$ cat src/rtl/alu_issue_ctrl_if.sv
// -----------------------------------------------------------------------------
// alu_issue_ctrl_if
// Bundle for the alu_issue_ctrl handshake and ALU/writeback buses.
//   in_valid/in_ready/in_instr : instruction input handshake
//   alu_op1/op2/opcode/funct   : registered operands driven to the ALU
//   alu_result/alu_zero        : registered ALU outputs back to the controller
//   wb_valid/wb_addr/wb_data   : writeback (register write) pulse
// Modports:
//   master : the issue controller
//   slave  : the environment (instruction source, ALU, writeback observer)
// -----------------------------------------------------------------------------
interface alu_issue_ctrl_if;
   logic        in_valid;
   logic        in_ready;
   logic [15:0] in_instr;
   logic [7:0]  alu_op1;
   logic [7:0]  alu_op2;
   logic [3:0]  alu_opcode;
   logic [3:0]  alu_funct;
   logic [7:0]  alu_result;
   logic        alu_zero;
   logic        wb_valid;
   logic [3:0]  wb_addr;
   logic [7:0]  wb_data;

   modport master (
      input  in_valid, in_instr, alu_result, alu_zero,
      output in_ready, alu_op1, alu_op2, alu_opcode, alu_funct,
             wb_valid, wb_addr, wb_data
   );

   modport slave (
      output in_valid, in_instr, alu_result, alu_zero,
      input  in_ready, alu_op1, alu_op2, alu_opcode, alu_funct,
             wb_valid, wb_addr, wb_data
   );
endinterface

$ cat src/rtl/alu_issue_ctrl.sv
// -----------------------------------------------------------------------------
// alu_issue_ctrl
// Issue/writeback sequencer for the registered 8-bit ALU. Accepts one 16-bit
// instruction ([15:12] opcode, [11:8] rd, [7:4] rs, [3:0] funct/imm4), loads
// the ALU operand registers from a 16x8 register file, captures the ALU result
// two edges after accept, then writes back or updates the program counter.
//
// Ports:
//   clk, rst_n : clock (rising edge), asynchronous active-low reset
//   bus        : alu_issue_ctrl_if.master (handshake, ALU and writeback buses)
//   pc         : retired-instruction program counter (mod 256)
//   halted     : high once a halt (opcode 1100) has retired
//   dbg_addr   : debug register-file read address
//   dbg_data   : combinational register-file read, R0 reads 0
//   dbg_state  : current FSM state (IDLE=0, ISSUE=1, CAPT=2, HALT=3)
//
// Handshake: an instruction transfers on a rising edge where in_valid and
// in_ready are both high; in_ready is registered, high only in IDLE, and
// in_valid is ignored whenever in_ready is low.
//
// Instruction types by opcode:
//   A 0000 : R[rd] <= ALU(R[rd], R[rs])
//   B 10xx : R[rd] <= ALU(R[rd], imm4)
//   C 01xx : branch pc += sext(imm4) when ALU zero, no writeback
//   D 11xx : 1100 halts, others are NOP
//   0001..0011 carry no defined behaviour and retire as NOPs.
// -----------------------------------------------------------------------------
module alu_issue_ctrl (
   input  logic                    clk,
   input  logic                    rst_n,
   alu_issue_ctrl_if.master        bus,
   output logic [7:0]              pc,
   output logic                    halted,
   input  logic [3:0]              dbg_addr,
   output logic [7:0]              dbg_data,
   output logic [1:0]              dbg_state
);

   typedef enum logic [1:0] {
      S_IDLE  = 2'd0,
      S_ISSUE = 2'd1,
      S_CAPT  = 2'd2,
      S_HALT  = 2'd3
   } state_t;

   state_t      state_q, state_d;
   logic        in_ready_q, in_ready_d;
   logic [3:0]  rd_q, rd_d;
   logic [7:0]  op1_q, op1_d;
   logic [7:0]  op2_q, op2_d;
   logic [3:0]  opcode_q, opcode_d;
   logic [3:0]  funct_q, funct_d;
   logic        wb_valid_q, wb_valid_d;
   logic [3:0]  wb_addr_q, wb_addr_d;
   logic [7:0]  wb_data_q, wb_data_d;
   logic [7:0]  pc_q, pc_d;

   logic [7:0]  regs_q [16];
   logic        rf_we;
   logic [3:0]  rf_waddr;
   logic [7:0]  rf_wdata;

   logic [3:0]  in_opc;
   logic [3:0]  in_rd;
   logic [3:0]  in_rs;
   logic [3:0]  in_imm;
   logic [7:0]  rd_val;
   logic [7:0]  rs_val;

   assign in_opc = bus.in_instr[15:12];
   assign in_rd  = bus.in_instr[11:8];
   assign in_rs  = bus.in_instr[7:4];
   assign in_imm = bus.in_instr[3:0];

   // R0 is never written, so a plain array read already returns 0 for it.
   assign rd_val = regs_q[in_rd];
   assign rs_val = regs_q[in_rs];

   // The latched opcode/funct registers double as the retire-time decode.
   always_comb begin
      state_d    = state_q;
      rd_d       = rd_q;
      op1_d      = op1_q;
      op2_d      = op2_q;
      opcode_d   = opcode_q;
      funct_d    = funct_q;
      pc_d       = pc_q;
      wb_valid_d = 1'b0;
      wb_addr_d  = wb_addr_q;
      wb_data_d  = wb_data_q;
      rf_we      = 1'b0;
      rf_waddr   = rd_q;
      rf_wdata   = bus.alu_result;

      case (state_q)
         S_IDLE: begin
            if (bus.in_valid) begin
               rd_d     = in_rd;
               op1_d    = rd_val;
               opcode_d = in_opc;
               funct_d  = in_imm;
               if ((in_opc == 4'b0000) || (in_opc[3:2] == 2'b01)) begin
                  op2_d = rs_val;
               end else if (in_opc[3:2] == 2'b10) begin
                  op2_d = {4'h0, in_imm};
               end else begin
                  op2_d = 8'h00;
               end
               state_d = S_ISSUE;
            end
         end

         // ALU samples alu_op*/alu_opcode/alu_funct at the end of this cycle.
         S_ISSUE: state_d = S_CAPT;

         S_CAPT: begin
            state_d = S_IDLE;
            pc_d    = pc_q + 8'd1;
            if ((opcode_q == 4'b0000) || (opcode_q[3:2] == 2'b10)) begin
               wb_valid_d = 1'b1;
               wb_addr_d  = rd_q;
               wb_data_d  = bus.alu_result;
               // R0 writes still pulse wb_valid but never reach the file.
               rf_we      = (rd_q != 4'd0);
            end else if (opcode_q[3:2] == 2'b01) begin
               if (bus.alu_zero) begin
                  pc_d = pc_q + {{4{funct_q[3]}}, funct_q};
               end
            end else if (opcode_q == 4'b1100) begin
               state_d = S_HALT;
            end
         end

         S_HALT: state_d = S_HALT;

         default: state_d = S_IDLE;
      endcase

      in_ready_d = (state_d == S_IDLE);
   end

   always_ff @(posedge clk or negedge rst_n) begin
      if (!rst_n) begin
         state_q    <= S_IDLE;
         in_ready_q <= 1'b1;
         rd_q       <= 4'd0;
         op1_q      <= 8'd0;
         op2_q      <= 8'd0;
         opcode_q   <= 4'd0;
         funct_q    <= 4'd0;
         wb_valid_q <= 1'b0;
         wb_addr_q  <= 4'd0;
         wb_data_q  <= 8'd0;
         pc_q       <= 8'd0;
      end else begin
         state_q    <= state_d;
         in_ready_q <= in_ready_d;
         rd_q       <= rd_d;
         op1_q      <= op1_d;
         op2_q      <= op2_d;
         opcode_q   <= opcode_d;
         funct_q    <= funct_d;
         wb_valid_q <= wb_valid_d;
         wb_addr_q  <= wb_addr_d;
         wb_data_q  <= wb_data_d;
         pc_q       <= pc_d;
      end
   end

   always_ff @(posedge clk or negedge rst_n) begin
      if (!rst_n) begin
         for (int i = 0; i < 16; i++) begin
            regs_q[i] <= 8'd0;
         end
      end else if (rf_we) begin
         regs_q[rf_waddr] <= rf_wdata;
      end
   end

   assign bus.in_ready   = in_ready_q;
   assign bus.alu_op1    = op1_q;
   assign bus.alu_op2    = op2_q;
   assign bus.alu_opcode = opcode_q;
   assign bus.alu_funct  = funct_q;
   assign bus.wb_valid   = wb_valid_q;
   assign bus.wb_addr    = wb_addr_q;
   assign bus.wb_data    = wb_data_q;

   assign pc        = pc_q;
   assign halted    = (state_q == S_HALT);
   assign dbg_data  = (dbg_addr == 4'd0) ? 8'h00 : regs_q[dbg_addr];
   assign dbg_state = state_q;

endmodule

$ cat src/flat_wrapper.sv
// flat-port wrapper written by rule: the top's interface ports become plain ports
module alu_issue_ctrl_flat 
  (clk, rst_n, pc, halted, dbg_addr, dbg_data, dbg_state, bus_in_valid, bus_in_instr, bus_alu_result, bus_alu_zero, bus_in_ready, bus_alu_op1, bus_alu_op2, bus_alu_opcode, bus_alu_funct, bus_wb_valid, bus_wb_addr, bus_wb_data);
  alu_issue_ctrl_if bus_i ();
  input  logic clk;
  input  logic rst_n;
  output logic [7:0] pc;
  output logic halted;
  input  logic [3:0] dbg_addr;
  output logic [7:0] dbg_data;
  output logic [1:0] dbg_state;
  input wire logic [$bits(bus_i.in_valid)-1:0] bus_in_valid;
  input wire logic [$bits(bus_i.in_instr)-1:0] bus_in_instr;
  input wire logic [$bits(bus_i.alu_result)-1:0] bus_alu_result;
  input wire logic [$bits(bus_i.alu_zero)-1:0] bus_alu_zero;
  output wire logic [$bits(bus_i.in_ready)-1:0] bus_in_ready;
  output wire logic [$bits(bus_i.alu_op1)-1:0] bus_alu_op1;
  output wire logic [$bits(bus_i.alu_op2)-1:0] bus_alu_op2;
  output wire logic [$bits(bus_i.alu_opcode)-1:0] bus_alu_opcode;
  output wire logic [$bits(bus_i.alu_funct)-1:0] bus_alu_funct;
  output wire logic [$bits(bus_i.wb_valid)-1:0] bus_wb_valid;
  output wire logic [$bits(bus_i.wb_addr)-1:0] bus_wb_addr;
  output wire logic [$bits(bus_i.wb_data)-1:0] bus_wb_data;
  assign bus_i.in_valid = bus_in_valid;
  assign bus_i.in_instr = bus_in_instr;
  assign bus_i.alu_result = bus_alu_result;
  assign bus_i.alu_zero = bus_alu_zero;
  assign bus_in_ready = bus_i.in_ready;
  assign bus_alu_op1 = bus_i.alu_op1;
  assign bus_alu_op2 = bus_i.alu_op2;
  assign bus_alu_opcode = bus_i.alu_opcode;
  assign bus_alu_funct = bus_i.alu_funct;
  assign bus_wb_valid = bus_i.wb_valid;
  assign bus_wb_addr = bus_i.wb_addr;
  assign bus_wb_data = bus_i.wb_data;
  alu_issue_ctrl u_core (.clk(clk), .rst_n(rst_n), .bus(bus_i), .pc(pc), .halted(halted), .dbg_addr(dbg_addr), .dbg_data(dbg_data), .dbg_state(dbg_state));
endmodule
$ cat config.mk
export PLATFORM = sky130hd
export DESIGN_NAME = alu_issue_ctrl_flat
export DESIGN_NICKNAME = d
export VERILOG_FILES = /design/src/rtl/alu_issue_ctrl_if.sv /design/src/rtl/alu_issue_ctrl.sv /design/src/flat_wrapper.sv
export SDC_FILE = /design/constraint.sdc
export NUM_CORES = 1
export LEC_CHECK = 0
export CORE_MARGIN = 4
export CORE_UTILIZATION = 63
export DETAILED_ROUTE_END_ITERATION = 10
export GPL_ROUTABILITY_DRIVEN = 0
export PLACE_DENSITY = 0.95
export RECOVER_POWER = 50
export SLEW_MARGIN = 20
export SYNTH_ARGS = -nofsm -noshare
export SYNTH_HDL_FRONTEND = slang
export SYNTH_SLANG_ARGS = --single-unit
$ cat constraint.sdc
create_clock -name clk -period 5.6 [get_ports clk]
set_input_delay 1.4 -clock clk [delete_from_list [all_inputs] [get_ports clk]]
set_output_delay 1.4 -clock clk [all_outputs]
set_load 0.005 [all_outputs]
# Word-level counts from Yosys, hierarchy flattened
# Cells that the tools add are included.
[totals]
ff_bits = 180
inputBits = 32
wordCells = 84
[classes]
add_sub_neg = 2
n_lt_le_gt_ge = 5
eq_ne = 8
mux = 27
bitwise = 4
reduce_logical = 11
[op_table]
columns = ["cell", "count"]
rows = [
  ["128-bit bitwise mux", 1],
  ["8-bit binary-select mux with 4-bit select", 3],
  ["8-bit two-way mux", 12],
  ["8-bit demux with 4-bit select", 1],
  ["5-bit >= comparator (second input constant)", 4],
  ["4-bit inverter with 5-bit output", 4],
  ["4-bit logical NOT", 3],
  ["8-bit by 1-bit adder with 8-bit output (second input constant)", 1],
  ["8-bit adder", 1],
  ["2-bit == test (second input constant)", 4],
  ["2-bit two-way mux", 4],
  ["2-bit case mux with 4 select lines", 1],
  ["2-bit by 1-bit == test with 1-bit output (second input constant)", 3],
  ["5-bit by 1-bit < comparator with 1-bit output (second input constant)", 1],
  ["4-bit == test (second input constant)", 1],
  ["2-bit logical NOT", 2],
  ["1-bit two-way mux", 4],
  ["4-bit two-way mux", 1],
  ["2-bit AND reduction", 2],
  ["4-bit nonzero test", 1],
  ["1-bit logical OR", 2],
  ["1-bit logical AND", 1],
]

# Logic depth before layout (Yosys ltp)
# Gate-level depths: netlist of run 1.
[logic_depth]
depth_word = 6
depth_mapped = 8
mapped_depth_nobuf = 8

# Least setup slack after synthesis of run 1
# No wires, ideal clock.
[synth_path]
path_kind = "input to output"
from = "in dbg_addr[0]"
to = "out dbg_data[6]"
arrival_ns = 2.704
required_ns = 4.200
slack_ns = 1.496
stages = 6
path_buffers = 3
path_cell_list = "buf_4 -> buf_4 -> buf_4 -> mux4_2 -> mux2i_1 -> a211oi_1"
[synth_between]
elab_chain_len = 5
[synth_lines]
columns = ["element", "line_no", "rtl"]
rows = [
  ["start, declared", "flat_wrapper.sv:9", "input logic [3:0] dbg_addr;"],
  ["4-bit inverter with 5-bit output (implied by the code)", "alu_issue_ctrl.sv:191", "assign dbg_data = (dbg_addr == 4'd0) ? 8'h00 : regs_q[dbg_addr];"],
  ["8-bit binary-select mux with 4-bit select", "alu_issue_ctrl.sv:191", ""],
  ["8-bit two-way mux (implied by the code) (2 in series)", "alu_issue_ctrl.sv:191", ""],
  ["8-bit two-way mux *", "alu_issue_ctrl.sv:191", ""],
  ["end, declared", "flat_wrapper.sv:10", "output logic [7:0] dbg_data;"],
]
# Every way passes the cells marked *; elsewhere a longest branch is shown, timed or not. The select of a mux whose other input is x is not followed.

# Final worst setup path of run 1
[layout_path]
from = "in dbg_addr[2]"
to = "out dbg_data[4]"
# The elaborated chain is that of the path after synthesis.

==> results of run 1 <==
-- power breakdown --
group          total, mW  leakage (nW)  internal [mW]  switching (mW)
registers           2.64          2.14           1.92           0.726
logic               2.64          2.42           1.56            1.07
clock network       1.25         0.291          0.722           0.525
-- path summary, 6_finish.rpt --
kind	end	slack (ps)	cells after the start
min in group asynchronous	u_core.regs_q[90]$_DFFE_PN0P_	1800	1
max in group asynchronous	u_core.regs_q[6]$_DFFE_PN0P_	1700	2
max	dbg_data[4]	420	5
min reg2reg	u_core.regs_q[123]$_DFFE_PN0P_	410	0
min	u_core.regs_q[123]$_DFFE_PN0P_	410	0
max reg2reg	u_core.regs_q[72]$_DFFE_PN0P_	1600	5
-- state kept, by name, indices dropped and copies added (netlist names), 2 cells and up --
signal	flops
u_core.bus.wb_data	8
u_core.pc	8
u_core.bus.alu_op2	8
u_core.regs_q	128
u_core.dbg_state	2
u_core.bus.wb_addr	4
u_core.rd_q	4
u_core.bus.alu_funct	4
u_core.bus.alu_opcode	4
u_core.bus.alu_op1	8
-- Yosys cell counts (5+ instances only) --
library cell / count / area share [%]
dfrtp_1: 179 / 43
mux2_2: 140 / 15
mux4_2: 77 / 17
nand2_1: 52 / 1.9
clkbuf_1: 45 / 1.6
mux2i_1: 24 / 2.3
nor2_1: 23 / 0.83
a211oi_1: 22 / 1.6
a21oi_1: 20 / 0.97
mux4_1: 17 / 4.3
nand3_1: 15 / 0.72
nor2b_1: 13 / 0.78
nor3_1: 11 / 0.53
buf_2: 9 / 0.43
a221o_1: 8 / 0.77
ha_1: 8 / 0.97
and2_1: 7 / 0.42
nand4_1: 7 / 0.42
buf_4: 6 / 0.43
nand4b_1: 6 / 0.51
o211ai_1: 6 / 0.43
o21ai_0: 6 / 0.29
buf_1: 5 / 0.18
-- kinds of logic (layout without fill, tap and decap cells) --
logic type      after synthesis  after routing  share of synthesized area, %
fa+ha+maj                     9              9                         1.159
flops                       180            180                         43.46
simple gates                149            149                         7.399
mux                         258            258                         38.56
buf+inv                      73            137                         3.379
compound gates               83             83                         5.697
xor+xnor                      4              4                        0.3380
-- worst max-delay path: stages --
cell	delay, ps
clkdlybuf4s50_1	480
buf_4	250
nor4_2	890
a211oi_1	220
clkdlybuf4s50_1	540
-- stage by stage --
stage	hold slack, ps	util (%)	total power [mW]	setup slack [ps]
2_1_floorplan	458.0	-	4.080	1496
3_3_place_gp	392.9	70.60	4.845	583.4
3_5_place_dp	403.4	70.60	5.096	546.5
4_1_cts	417.5	74.41	6.422	527.6
5_1_grt	433.9	74.28	6.791	444.9
6_report	413.9	74.28	6.527	416.4
-- area by class of cell --
class,count,share of cell area (%)
Tap cell,216,2.274
Clock buffer,19,3.811
Timing Repair Buffer,101,8.148
Clock inverter,13,1.326
Sequential cell,180,37.91
Inverter,4,0.1263
Multi-Input combinational cell,503,46.41
-- metal layers --
metal / global-route usage [%] / vias up
met5: 0 / -
li1: - / 3057
met3: 10.44 / 229
met2: 55.06 / 770
met1: 43.18 / 3935
met4: 21.61 / 0
==> flow_metrics.py, run 1 <==
metrics = {
    "status": {
        "status": "finished, violations left",
        "violations": "capacitance limit, slew limit",
    },
    "logic_synthesis": {
        "synth_cells": 756,
        "ys_seq_elements": 180,
        "synth_edf_count": 0,
        "synth_cell_type_count": 53,
        "syn-cell-area_um2": 10370,
        "syn_avg_cell_area_um2": 13.71,
        "synth_flop_cell": "dfrtp_1",
        "syn_nets": 797,
        "synthArstFlopShare_pct": 100.0,
        "yosys_warnings": 0,
        "synth.yosys.seq_area_share_pct": 43.46,
    },
    "clocking": {
        "cts_sinks": 180,
        "path_clk_slew_ps": 60,
        "cts-hold-fix-buffers": 0,
        "cts_max_level": 4,
        "clock_latency_ps": 450,
        "ctsResizeCount": 0,
        "clock_path_buffers": 2,
        "cts_setup_buffers": 0,
        "cts_tree": "done",
        "numCtsBuffers": 17,
        "cts-root-buf": "clkbuf_16",
    },
    "detailed_routing": {
        "met2WireLength_um": 14530,
        "drt_iter0_drc": 1107,
        "wl_um": 31140,
        "avgViaCountPerCell": 7.713,
        "met3RoutedLength_um": 3883,
        "wl_per_cell_um": 30.06,
        "ant_nets": 0,
        "vias": 7991,
        "drt-pass1-iter-count": 8,
        "m1WireLength_um": 10360,
        "topRoutingLayerUsed": "met4",
        "drc": 0,
    },
    "final_layout": {
        "area_growth_pct": 14.65,
        "instances_no_fill": 1036,
        "drive_above_1_share_pct": 33.29,
        "post-route-cell-area_um2": 11890,
        "ff_latch_area_um2": 4506,
        "diodes": 0,
        "fillers": 923,
        "mostFrequentLayoutCell": "dfrtp_1",
        "multi_input_area_um2": 5515,
        "final_cell_mix": "179 x dfrtp_1, 139 x mux2_2, 82 x clkdlybuf4s50_1",
        "finalNetCount": 848,
    },
    "placement": {
        "placed_cells": 1004,
        "port_buffers": 88,
        "placed_cell_area_um2": 11300,
        "dp_hpwl_um": 19150,
    },
    "floorplanning": {
        "chipWidth_um": 136.3,
        "rows": 46,
        "coreArea_um2": 16000,
        "die-area_um2": 18570,
        "initial_utilization_pct": 64.79,
        "design.portCount": 89,
        "fp.dieH_um": 136.3,
    },
    "critical_path": {
        "worstSetupPathType": "in2out",
        "setup.worst_path.start_class": "input port",
        "timing.rr.start": "u_core.dbg_state[0]$_DFF_PN0_",
        "worstPathRequired_ps": 4200,
        "cp.arrival_ps": 3780,
        "worstSetupStartpoint": "dbg_addr[2]",
        "cp_max_fo": 11,
        "end_kind": "output port",
    },
    "sta": {
        "slew_headroom_pct": -78.68,
        "skew_ps": 9.382,
        "tightest_slew_ps": 2680,
        "hold_viol": 0,
        "rsz0062_at_grt": "false",
        "setup_viol": 0,
        "post-route-min-period_ps": 5184,
        "fin_setup_tns_ps": 0,
        "finalCritPeriodShare_pct": 92.56,
        "drv_slew": 110,
        "fmax_ghz": 0.1929,
    },
    "job": {
        "max-cap-violations": 1,
    },
    "power_and_ir_drop": {
        "vdd_drop_max_mv": 0.3332,
        "power_density_nw_per_um2": 549.1,
        "leakage_nw": 4.854,
    },
    "hold_path": {
        "min_from": "u_core.regs_q[123]$_DFFE_PN0P_",
        "hold_path_class": "reg2reg",
    },
    "global_routing": {
        "grtUsageTotal_pct": 35.14,
        "grt_pass1_vias": 8118,
        "grt-ovfl-total": 0,
        "grt_first_pass_wirelength_um": 48200,
        "grt_max_degree": 110,
        "antenna_found_initial": 0,
    },
}
No activity file was read; power rests on OpenSTA's default activity.
==> run 2, diff against run 1 <==
--- a/config.mk
+++ b/config.mk
@@ -5,6 +5,7 @@
 export SDC_FILE = /design/constraint.sdc
 export NUM_CORES = 1
 export LEC_CHECK = 0
+export CORE_ASPECT_RATIO = 2
 export CORE_MARGIN = 4
 export CORE_UTILIZATION = 63
 export DETAILED_ROUTE_END_ITERATION = 10
==> flow_metrics.py, run 2 (same netlist as run 1, synthesis figures left out) <==
metrics = {
    "power_and_ir_drop": {
        "vdd_drop_max_mv": 0.2373,
        "totalPowerFinal_mw": 6.478,
        "leakage_nw": 4.870,
        "power_density_nw_per_um2": 545.0,
    },
    "floorplanning": {
        "design.portCount": 89,
        "die-area_um2": 18700,
        "chipWidth_um": 98.71,
        "initial_utilization_pct": 64.05,
        "coreArea_um2": 16190,
        "rows": 66,
        "fp.dieH_um": 189.4,
    },
    "critical_path": {
        "worstSetupPathType": "in2out",
        "worstPathRequired_ps": 4200,
        "cp_max_fo": 22,
        "setup.worst_path.start_class": "input port",
        "end_kind": "output port",
        "cp.arrival_ps": 3900,
    },
    "sta": {
        "tightest_slew_ps": 3439,
        "setup_viol": 0,
        "rsz0062_at_grt": "false",
        "fin_setup_tns_ps": 0,
        "skew_ps": 8.824,
        "finalCritPeriodShare_pct": 94.63,
        "setup_slack_ps": 300.5,
        "post-route-min-period_ps": 5300,
        "fmax_ghz": 0.1887,
        "slew_headroom_pct": -129.3,
        "drv_slew": 64,
        "whs_ps": 437.0,
        "hold_viol": 0,
    },
    "final_layout": {
        "mostFrequentLayoutCell": "dfrtp_1",
        "final_cell_mix": "179 x dfrtp_1, 139 x mux2_2, 82 x clkdlybuf4s50_1",
        "area_growth_pct": 14.67,
        "top_register": "u_core.regs_q",
        "largest_reg_flops": 128,
        "fillers": 982,
        "instances_no_fill": 1024,
        "finalNetCount": 848,
        "drive_above_1_share_pct": 33.05,
        "ff_latch_area_um2": 4506,
        "multi_input_area_um2": 5515,
        "diodes": 0,
    },
    "clocking": {
        "path_clk_slew_ps": 60,
        "numCtsBuffers": 17,
        "cts_tree": "done",
        "clock_path_buffers": 2,
        "cts-root-buf": "clkbuf_16",
        "ctsResizeCount": 0,
        "cts_max_level": 4,
        "cts_sinks": 180,
        "cts_setup_buffers": 0,
        "clock_latency_ps": 440,
        "cts-hold-fix-buffers": 0,
    },
    "detailed_routing": {
        "drc": 0,
        "ant_nets": 0,
        "drt-pass1-iter-count": 9,
        "wl_um": 30930,
        "wl_per_cell_um": 30.21,
        "drt_iter0_drc": 983,
        "avgViaCountPerCell": 7.678,
        "vias": 7862,
    },
    "global_routing": {
        "grtUsageTotal_pct": 34.02,
        "grt_first_pass_wirelength_um": 47510,
        "grt_max_degree": 118,
        "grt-ovfl-total": 0,
        "antenna_found_initial": 0,
        "grt_pass1_vias": 8037,
    },
    "status": {
        "violations": "capacitance limit, slew limit",
        "status": "finished, violations left",
    },
    "placement": {
        "dp_hpwl_um": 20100,
        "placed_cells": 992,
        "pre_cts_ws_ps": 354.0,
        "port_buffers": 88,
    },
    "hold_path": {
        "hold_path_class": "reg2reg",
    },
    "job": {
        "max-cap-violations": 1,
    },
}
==> run 2: cell count changes in the layout (fill, tap and decap cells not counted), sizes merged <==
cell / previous run / this run
clkinvlp: 4 / 0
clkinv: 6 / 8
inv: 4 / 5
buf: 13 / 15
clkbuf: 24 / 23
==> run 2: area by class of cell <==
cell class | count | share of cell area (%)
clock inverter | 12 | 1.295
clock buffer | 20 | 3.842
multi-input combinational | 503 | 46.40
sequential | 180 | 37.91
timing repair buffer | 101 | 8.284
tap | 204 | 2.147
inverter | 4 | 0.1263
==> run 2: path summary, 6_finish.rpt <==
| kind | start | end | slack, ps | cells after the start |
|---|---|---|---|---|
| setup / recovery | dbg_addr[0] | dbg_data[4] | 300 | 7 |
| hold / removal | u_core.regs_q[124]$_DFFE_PN0P_ | u_core.regs_q[124]$_DFFE_PN0P_ | 440 | 0 |
| setup reg to reg | u_core.dbg_state[0]$_DFF_PN0_ | u_core.regs_q[61]$_DFFE_PN0P_ | 1630 | 5 |
| hold reg to reg | u_core.regs_q[124]$_DFFE_PN0P_ | u_core.regs_q[124]$_DFFE_PN0P_ | 440 | 0 |
| max in group asynchronous | rst_n | u_core.regs_q[46]$_DFFE_PN0P_ | 1550 | 1 |
| min in group asynchronous | rst_n | u_core.bus.wb_data[6]$_DFFE_PN0P_ | 2110 | 1 |
==> run 2: power by group <==
group	switching, mW	total, mW	internal [mW]
logic	1.04	2.60	1.56
clock network	0.508	1.23	0.726
registers	0.727	2.65	1.92
total	2.27	6.48	4.21
==> run 2: layer usage <==
metal / GRT usage, % / part of all wire (%) / up-vias
li1: - / - / 3044
met1: 38.57 / 32 / 3797
met2: 55.14 / 49 / 782
met3: 8.555 / 10 / 239
met4: 25.04 / 9.4 / 0
met5: 0 / 0 / -
==> run 2: stage by stage <==
step / area, um2 / utilization [%]
after detailed placement: 11300 / 69.81
final: 11890 / 73.44
after global placement: 11300 / 69.81
after CTS: 11910 / 73.58
after global routing: 11890 / 73.44
after floorplan: 10370 / -
==> run 2: critical path, cell delays in order <==
cell,delay (ps)
buf_2,620
buf_4,300
mux4_2,500
nor2b_1,150
a211oi_1,260
a211oi_1,120
clkdlybuf4s50_1,530
